<file path="src/rtl/zcash_fpga_pkg.sv">
// Shared host-interface types: command codes, message header, engine destinations
// and the helpers that decode a header into a destination and a word count.
package zcash_fpga_pkg;

  typedef enum logic [31:0] {
    RESET_FPGA           = 32'h0000_0000,
    FPGA_STATUS          = 32'h0000_0001,
    VERIFY_EQUIHASH      = 32'h0000_0100,
    VERIFY_SECP256K1_SIG = 32'h0000_0101,
    FPGA_IGNORE_RPL      = 32'h8000_0000,
    FPGA_STATUS_RPL      = 32'h8000_0001,
    VERIFY_EQUIHASH_RPL  = 32'h8000_0100,
    VERIFY_SECP256K1_RPL = 32'h8000_0101
  } command_t;

  typedef struct packed {
    command_t    cmd;
    logic [31:0] len;
  } header_t;

  typedef enum logic [1:0] {
    DST_CTRL,
    DST_EQUI,
    DST_SECP,
    DST_IGN
  } cmd_dst_t;

  // Bit 0/1: equihash engine present, bit 2: secp256k1 engine present.
  localparam logic [63:0] FPGA_CMD_CAP = 64'h0000_0000_0000_0007;

  // Reply codes (cmd[31]=1) match no routed entry below, so they fall to DST_IGN.
  function automatic cmd_dst_t get_cmd_dst(header_t hdr);
    cmd_dst_t dst;
    dst = DST_IGN;
    case (hdr.cmd)
      RESET_FPGA, FPGA_STATUS: dst = DST_CTRL;
      VERIFY_EQUIHASH:         if (FPGA_CMD_CAP[1:0] != 2'b00) dst = DST_EQUI;
      VERIFY_SECP256K1_SIG:    if (FPGA_CMD_CAP[2]) dst = DST_SECP;
      default:                 dst = DST_IGN;
    endcase
    if (hdr.len < 32'd8) dst = DST_IGN;
    return dst;
  endfunction

  // 33-bit sum so len near 2^32 does not wrap to a tiny word count.
  function automatic logic [29:0] msg_words(logic [31:0] len);
    return 30'(({1'b0, len} + 33'd7) >> 3);
  endfunction

endpackage

</file>
<file path="src/rtl/zcash_fpga_cmd_rx.sv">
// Host RX command parser: routes each message to the control/equihash/secp256k1 engine or
// drains it and hands its header to the reply path. Idle-timeout recovery: ZCASH_CMD_RX_TIMEOUT_EN.
//   state | meaning
//   IDLE  | waiting for a header word
//   HDR   | registered header offered to the selected engine
//   FWD   | body words passed straight through to the engine
//   DROP  | discarding the remainder of an over-long or timed-out message
//   IGN   | header offered to the reply path while the body drains
module zcash_fpga_cmd_rx
  import zcash_fpga_pkg::*;
#(
  parameter int DAT_BITS = 64
`ifdef ZCASH_CMD_RX_TIMEOUT_EN
  ,
  parameter int TIMEOUT_CYC = 1024
`endif
) (
  input  logic                i_clk,
  input  logic                i_rst,
  input  logic [DAT_BITS-1:0] i_rx_dat,
  input  logic                i_rx_val,
  input  logic                i_rx_sop,
  input  logic                i_rx_eop,
  output logic                o_rx_rdy,
  output logic [DAT_BITS-1:0] o_eng_dat,
  output logic [2:0]          o_eng_val,
  output logic                o_eng_sop,
  output logic                o_eng_eop,
  input  logic [2:0]          i_eng_rdy,
  output logic                o_ign_val,
  output logic [DAT_BITS-1:0] o_ign_hdr,
  input  logic                i_ign_rdy,
  input  logic                i_clr_err,
  output logic                o_err,
  output logic [31:0]         o_msg_cnt,
  output logic [31:0]         o_ign_cnt
);

  typedef enum logic [2:0] {S_IDLE, S_HDR, S_FWD, S_DROP, S_IGN} state_t;

  state_t      state, state_n;
  header_t     hdr_q, hdr_n, hdr_in;
  cmd_dst_t    sel_q, sel_n, dst_in;
  logic [29:0] words_q, words_n, cnt_q, cnt_n, cnt_inc;
  logic        hdr_eop_q, hdr_eop_n;
  logic        body_eop_q, body_eop_n;
  logic        ign_done_q, ign_done_n;
  logic        run_q;
  logic [2:0]  sel_mask;
  logic        sel_rdy;
  logic        body_now, ign_now;
  logic        err_set, msg_inc, ign_inc;

  assign hdr_in    = header_t'(i_rx_dat);
  assign dst_in    = get_cmd_dst(hdr_in);
  assign sel_mask  = 3'(3'b001 << sel_q);
  assign sel_rdy   = |(i_eng_rdy & sel_mask);
  assign cnt_inc   = cnt_q + 30'd1;
  assign o_ign_hdr = hdr_q;

`ifdef ZCASH_CMD_RX_TIMEOUT_EN
  localparam int TMO_W = $clog2(TIMEOUT_CYC + 1);
  logic [TMO_W-1:0] tmo_cnt;
  logic             tmo, tmo_act;

  assign tmo_act = (state == S_FWD) || (state == S_DROP) || (state == S_IGN);
  assign tmo     = (tmo_cnt == TMO_W'(TIMEOUT_CYC));

  always_ff @(posedge i_clk or posedge i_rst) begin
    if (i_rst)                               tmo_cnt <= '0;
    else if (!tmo_act || (i_rx_val && o_rx_rdy)) tmo_cnt <= '0;
    else if (!i_rx_val && !tmo)              tmo_cnt <= tmo_cnt + TMO_W'(1);
  end
`endif

  always_comb begin
    state_n    = state;
    hdr_n      = hdr_q;
    sel_n      = sel_q;
    words_n    = words_q;
    cnt_n      = cnt_q;
    hdr_eop_n  = hdr_eop_q;
    body_eop_n = body_eop_q;
    ign_done_n = ign_done_q;
    o_rx_rdy   = 1'b0;
    o_eng_dat  = '0;
    o_eng_val  = 3'b000;
    o_eng_sop  = 1'b0;
    o_eng_eop  = 1'b0;
    o_ign_val  = 1'b0;
    body_now   = 1'b0;
    ign_now    = 1'b0;
    err_set    = 1'b0;
    msg_inc    = 1'b0;
    ign_inc    = 1'b0;
    case (state)
      S_IDLE: begin
        o_rx_rdy = run_q;
        if (i_rx_val && run_q) begin
          if (i_rx_sop) begin
            hdr_n      = hdr_in;
            sel_n      = dst_in;
            words_n    = msg_words(hdr_in.len);
            cnt_n      = 30'd1;
            hdr_eop_n  = i_rx_eop;
            body_eop_n = i_rx_eop;
            ign_done_n = 1'b0;
            err_set    = (hdr_in.len < 32'd8);
            state_n    = (dst_in == DST_IGN) ? S_IGN : S_HDR;
          end else begin
            err_set = 1'b1;
          end
        end
      end
      S_HDR: begin
        o_eng_dat = hdr_q;
        o_eng_val = sel_mask;
        o_eng_sop = 1'b1;
        o_eng_eop = hdr_eop_q || (words_q == 30'd1);
        if (sel_rdy) begin
          msg_inc = 1'b1;
          if (hdr_eop_q) begin
            err_set = (words_q != 30'd1);
            state_n = S_IDLE;
          end else if (words_q == 30'd1) begin
            err_set = 1'b1;
            state_n = S_DROP;
          end else begin
            state_n = S_FWD;
          end
        end
      end
      S_FWD: begin
`ifdef ZCASH_CMD_RX_TIMEOUT_EN
        if (tmo) begin
          o_eng_val = sel_mask;
          o_eng_eop = 1'b1;
          if (sel_rdy) begin
            err_set = 1'b1;
            state_n = S_IDLE;
          end
        end else
`endif
        begin
          o_eng_dat = i_rx_dat;
          o_eng_val = i_rx_val ? sel_mask : 3'b000;
          o_eng_eop = i_rx_eop || (cnt_inc == words_q);
          o_rx_rdy  = sel_rdy;
          if (i_rx_val && sel_rdy) begin
            cnt_n = cnt_inc;
            if (i_rx_eop) begin
              err_set = (cnt_inc != words_q);
              state_n = S_IDLE;
            end else if (cnt_inc == words_q) begin
              err_set = 1'b1;
              state_n = S_DROP;
            end
          end
        end
      end
      S_DROP: begin
        o_rx_rdy = 1'b1;
        if (i_rx_val && i_rx_eop) state_n = S_IDLE;
`ifdef ZCASH_CMD_RX_TIMEOUT_EN
        if (tmo) state_n = S_IDLE;
`endif
      end
      S_IGN: begin
        o_ign_val = !ign_done_q;
        o_rx_rdy  = !body_eop_q;
        body_now  = body_eop_q || (i_rx_val && i_rx_eop);
`ifdef ZCASH_CMD_RX_TIMEOUT_EN
        if (tmo) begin
          o_rx_rdy = 1'b0;
          body_now = 1'b1;
        end
`endif
        ign_now = ign_done_q || i_ign_rdy;
        if (o_rx_rdy && i_rx_val && i_rx_eop) body_eop_n = 1'b1;
        if (i_ign_rdy) ign_done_n = 1'b1;
        if (body_now && ign_now) begin
          ign_inc = 1'b1;
          state_n = S_IDLE;
        end
      end
      default: state_n = S_IDLE;
    endcase
  end

  always_ff @(posedge i_clk or posedge i_rst) begin
    if (i_rst) begin
      state      <= S_IDLE;
      hdr_q      <= '0;
      sel_q      <= DST_IGN;
      words_q    <= '0;
      cnt_q      <= '0;
      hdr_eop_q  <= 1'b0;
      body_eop_q <= 1'b0;
      ign_done_q <= 1'b0;
      run_q      <= 1'b0;
      o_err      <= 1'b0;
      o_msg_cnt  <= '0;
      o_ign_cnt  <= '0;
    end else begin
      state      <= state_n;
      hdr_q      <= hdr_n;
      sel_q      <= sel_n;
      words_q    <= words_n;
      cnt_q      <= cnt_n;
      hdr_eop_q  <= hdr_eop_n;
      body_eop_q <= body_eop_n;
      ign_done_q <= ign_done_n;
      run_q      <= 1'b1;
      // a coinciding new error beats the clear
      if (err_set)        o_err <= 1'b1;
      else if (i_clr_err) o_err <= 1'b0;
      if (msg_inc) o_msg_cnt <= o_msg_cnt + 32'd1;
      if (ign_inc) o_ign_cnt <= o_ign_cnt + 32'd1;
    end
  end

endmodule
</file>
<file path="config.mk">
export PLATFORM = sky130hd
export DESIGN_NAME = zcash_fpga_cmd_rx
export DESIGN_NICKNAME = d
export VERILOG_FILES = /design/src/rtl/zcash_fpga_pkg.sv /design/src/rtl/zcash_fpga_cmd_rx.sv
export SDC_FILE = /design/constraint.sdc
export NUM_CORES = 1
export LEC_CHECK = 0
export CORE_UTILIZATION = 35
export DETAILED_ROUTE_END_ITERATION = 7
export PLACE_DENSITY = 0.65
export REMOVE_ABC_BUFFERS = 1
export SYNTH_ARGS = -nofsm -noshare
export SYNTH_HDL_FRONTEND = slang
export SYNTH_SLANG_ARGS = --single-unit
</file>
<file path="constraint.sdc">
create_clock -name i_clk -period 7.7 [get_ports i_clk]
set_input_delay 2.31 -clock i_clk [delete_from_list [all_inputs] [get_ports i_clk]]
set_output_delay 2.31 -clock i_clk [all_outputs]
set_load 0.01 [all_outputs]
</file>
==> metrics.md <==
| Metric | Value |
|---|---|
| Worst R2R End | state[0] |
| IO Port Bufs | 273 |
| TritonCTS clock tree | yes |
| Max Slew Vio Count | 0 |
| Full die area | roughly 31000 um2 |
| Slew @ Worst Pin | around 1100 ps |
| Total grt overflow | 0 |
| Power consumption | between 2 and 3 mW |
| Fin crit period | between 6000 and 7000 ps |
| #FFs+latches synth | slightly below 200 |
| Clock skew | 13.3 ps |
| 1st-pass router iterations | 5 |
| Vias in the first global route | between 9000 and 10000 |
| Chip height | roughly 180 um |
| TritonCTS buffer count | 17 |
| Final hold violation count | 0 |
| Primary FF master, synth | dfrtp_1 |
| Vias per cell | roughly 5.2 |
| First-pass GRT wire length | just over 50000 um |
| Type of element launching the critical path | register |
| DR iter-0 viols | between 600 and 700 |
| Worst r2r src | cnt_q[0] |
| CTS resizes | 0 |
| Worst slack, placed | 1370 ps |
| Hold slack | about 470 ps |
| Worst Path Required | between 5000 and 6000 ps |
| Core Region | 30000 um2 |
| Final setup viols | 0 |
| N_diodes | 0 |
| H-tree levels | 4 |
| Area post-placement | roughly 14000 um2 |
| Synth warn | 0 |
| Asr flop ratio synth | 100% |
| WP data arrival | approximately 4400 ps |
| Crit end category | primary output |
| Die extent in x | 177 um |
| HPWL after DPL | about 23000 um |
| Number of synthesized flops with an enable pin | 0 |
| Longest Clk Path Bufs | 2 |
| Worst skew pair latency | ~440 ps |
| Antenna violations before repair | 0 |
| Detail Route Antenna Nets | 0 |
| Layout Utilization | between 40% and 50% |
| Most common cell after layout, fill and taps aside | nand2_1 |
| Syn Inst Count | between 1000 and 1500 |
| Ranking of synthesized cells by area | dfrtp_1 (46%), nand2_1 (11%), xnor2_1 (6.5%), a22o_1 (5.1%), xor2_1 (4.1%) |
| Wirelength per Cell | roughly 18 um |
| Worst Path Max Fanout | 8 |
| Max Clock Freq | 0.149 GHz |
| Initial Utilization | a little over a third |
| Largest net degree at the start of global routing | 107 |
| LEAKAGE | between 6 and 7 nW |
| Clk Tree Root Cell | clkbuf_16 |
| GRT Util Overall | around a fifth |
| Setup slack after layout | slightly below 1000 ps |
| Maximum VDD drop | 0.161 mV |
| WL final | about 32000 um |
| HP Class | register to register |
| Worst r2r path cells | 14 |
| Number of fillers in the final layout | approximately 2900 |
| Cell taking the most area after synthesis | dfrtp_1 |
| Tcrit/Tclk final | between 80% and 90% |
| WS Path Type | register to primary output |
| GP Congestion | just over 0.9 |
| Maxcap violations | 0 |
| Reg2reg setup slack | ~3300 ps |
| Status | finished, final reports clean |
| Ports | 274 |
| Most frequent cells in the layout | nand2_1 (308), clkdlybuf4s50_1 (273), dfrtp_1 (196) |
| Clk pin slew, worst setup/hold paths | 80 ps |
| Crit path to | o_eng_eop |
| Multi-input logic area | approximately 5500 um2 |
| Post-CTS setup repair buffer count | 0 |
| CP startpoint | cnt_q[0] |
| Finished Layout Cells | about 1800 |
| Layout cell share with drive strength beyond 1 | under 10% |
| Netlist cell types | approximately 70 |
| P per Cell Area | a little over 200 nW/um2 |
| Vias | 9675 |
| Total Neg Setup Slack | 0 ps |
| Hold_buf cts | 0 |
| P&R area growth vs syn | 33.3% |
| Cell Rows | 63 |
| Placed Cells | 1815 |
| Mapped Area | about 11000 um2 |
| Final net count | ~1500 |
| Rel. slew slack | 29.4% |
| Post-route cell area | roughly 14000 um2 |
| RSZ-0062 raised after global routing | false |
| Reg area | slightly below 5000 um2 |
| Post-synth top area share | about 46% |
| Synthesized area per cell | around 9 um2 |
| CTS Sinks | 198 |
| Sequential area share after synthesis | a little under half |
| Residual DRC count | 0 |
## sequential cells by signal, summed over array words and instances, names as in the netlist
name	cells
run_q	1
o_msg_cnt	32
o_ign_hdr	64
o_err	1
cnt_q	30
words_q	30
ign_done_q	1
hdr_eop_q	1
sel_q	2
o_ign_cnt	32
body_eop_q	1
state	3
## cell usage after synthesis, drive strengths merged, types with 2 or more instances
cell type	instances
nand2	309
dfrtp	196
o21ai	80
xnor2	80
nor2	74
a22o	63
clkbuf	55
xor2	50
nand3	39
nand4	30
nor4	25
and3	24
nor3	24
a21oi	18
inv	17
buf	16
o31ai	14
and2	13
a31oi	9
and4	9
ha	6
or3	6
nor3b	5
nand2b	4
nand4b	4
nor2b	4
mux2i	3
o22ai	3
a2111oi	2
a211o	2
dfstp	2
mux2	2
o211ai	2
o311a	2
or2	2
or3b	2
## critical path, cell delays in order (launching register included)
cell and delay [ps]:
dfrtp_1 500, ha_1 420, nand3_2 250, nor4_4 530, and3_1 400, and3_1 260, xnor2_1 90, a2111oi_2 400
nand4_1 180, ha_1 230, o22ai_1 100, clkdlybuf4s50_1 600
## worst min-delay path by stage
stage / end / from / slack, ps / depth (start not counted)
after detailed placement: o_ign_cnt[31] / o_ign_cnt[31] / 460 / 1
after CTS: o_ign_cnt[31] / o_ign_cnt[31] / 470 / 1
after global placement: o_ign_cnt[31] / o_ign_cnt[31] / 460 / 1
after global routing: o_msg_cnt[31] / o_msg_cnt[31] / 480 / 1
after floorplan: cnt_q[29] / cnt_q[29] / 470 / 1
final: o_msg_cnt[31] / o_msg_cnt[31] / 470 / 1
## where the power goes
group	internal, mW	switching [mW]	leakage (nW)	total (mW)
Clock	0.456	0.430	0.282	0.886
Combinational	0.344	0.317	3.28	0.661
Sequential	1.19	0.174	2.59	1.36
Total	1.99	0.922	6.15	2.91
## final cells by class
cell class | instances | area share (%)
Clock buffer | 18 | 2.99
Tap cell | 390 | 3.41
Timing Repair Buffer | 281 | 19.5
Sequential cell | 198 | 34.6
Multi-Input combinational cell | 929 | 38.0
Inverter | 17 | 0.498
Clock inverter | 14 | 0.978
## per-layer routing
metal  routed length [um]  global-route usage [%]  share of wire (%)
met3                 1890                    4.79                5.9
met2                15300                    33.5                 47
met4                  643                    6.18                2.0
met1                14500                    27.9                 45
met5                    0                       0                  0
## cells by family (layout without fill, tap and decap cells)
group | after synthesis | after routing | synth area share [%]
AO/OA/AOI/OAI | 209 | 209 | 13.2
XOR/XNOR | 130 | 130 | 10.6
adder cells (fa/ha/maj) | 6 | 6 | 0.698
buffers and inverters | 88 | 330 | 3.35
flip-flops | 198 | 198 | 46.1
multiplexers | 5 | 5 | 0.489
other | 1 | 1 | 0.0349
AND/OR/NAND/NOR | 578 | 578 | 25.5
Power figures use the tool's default switching activity.
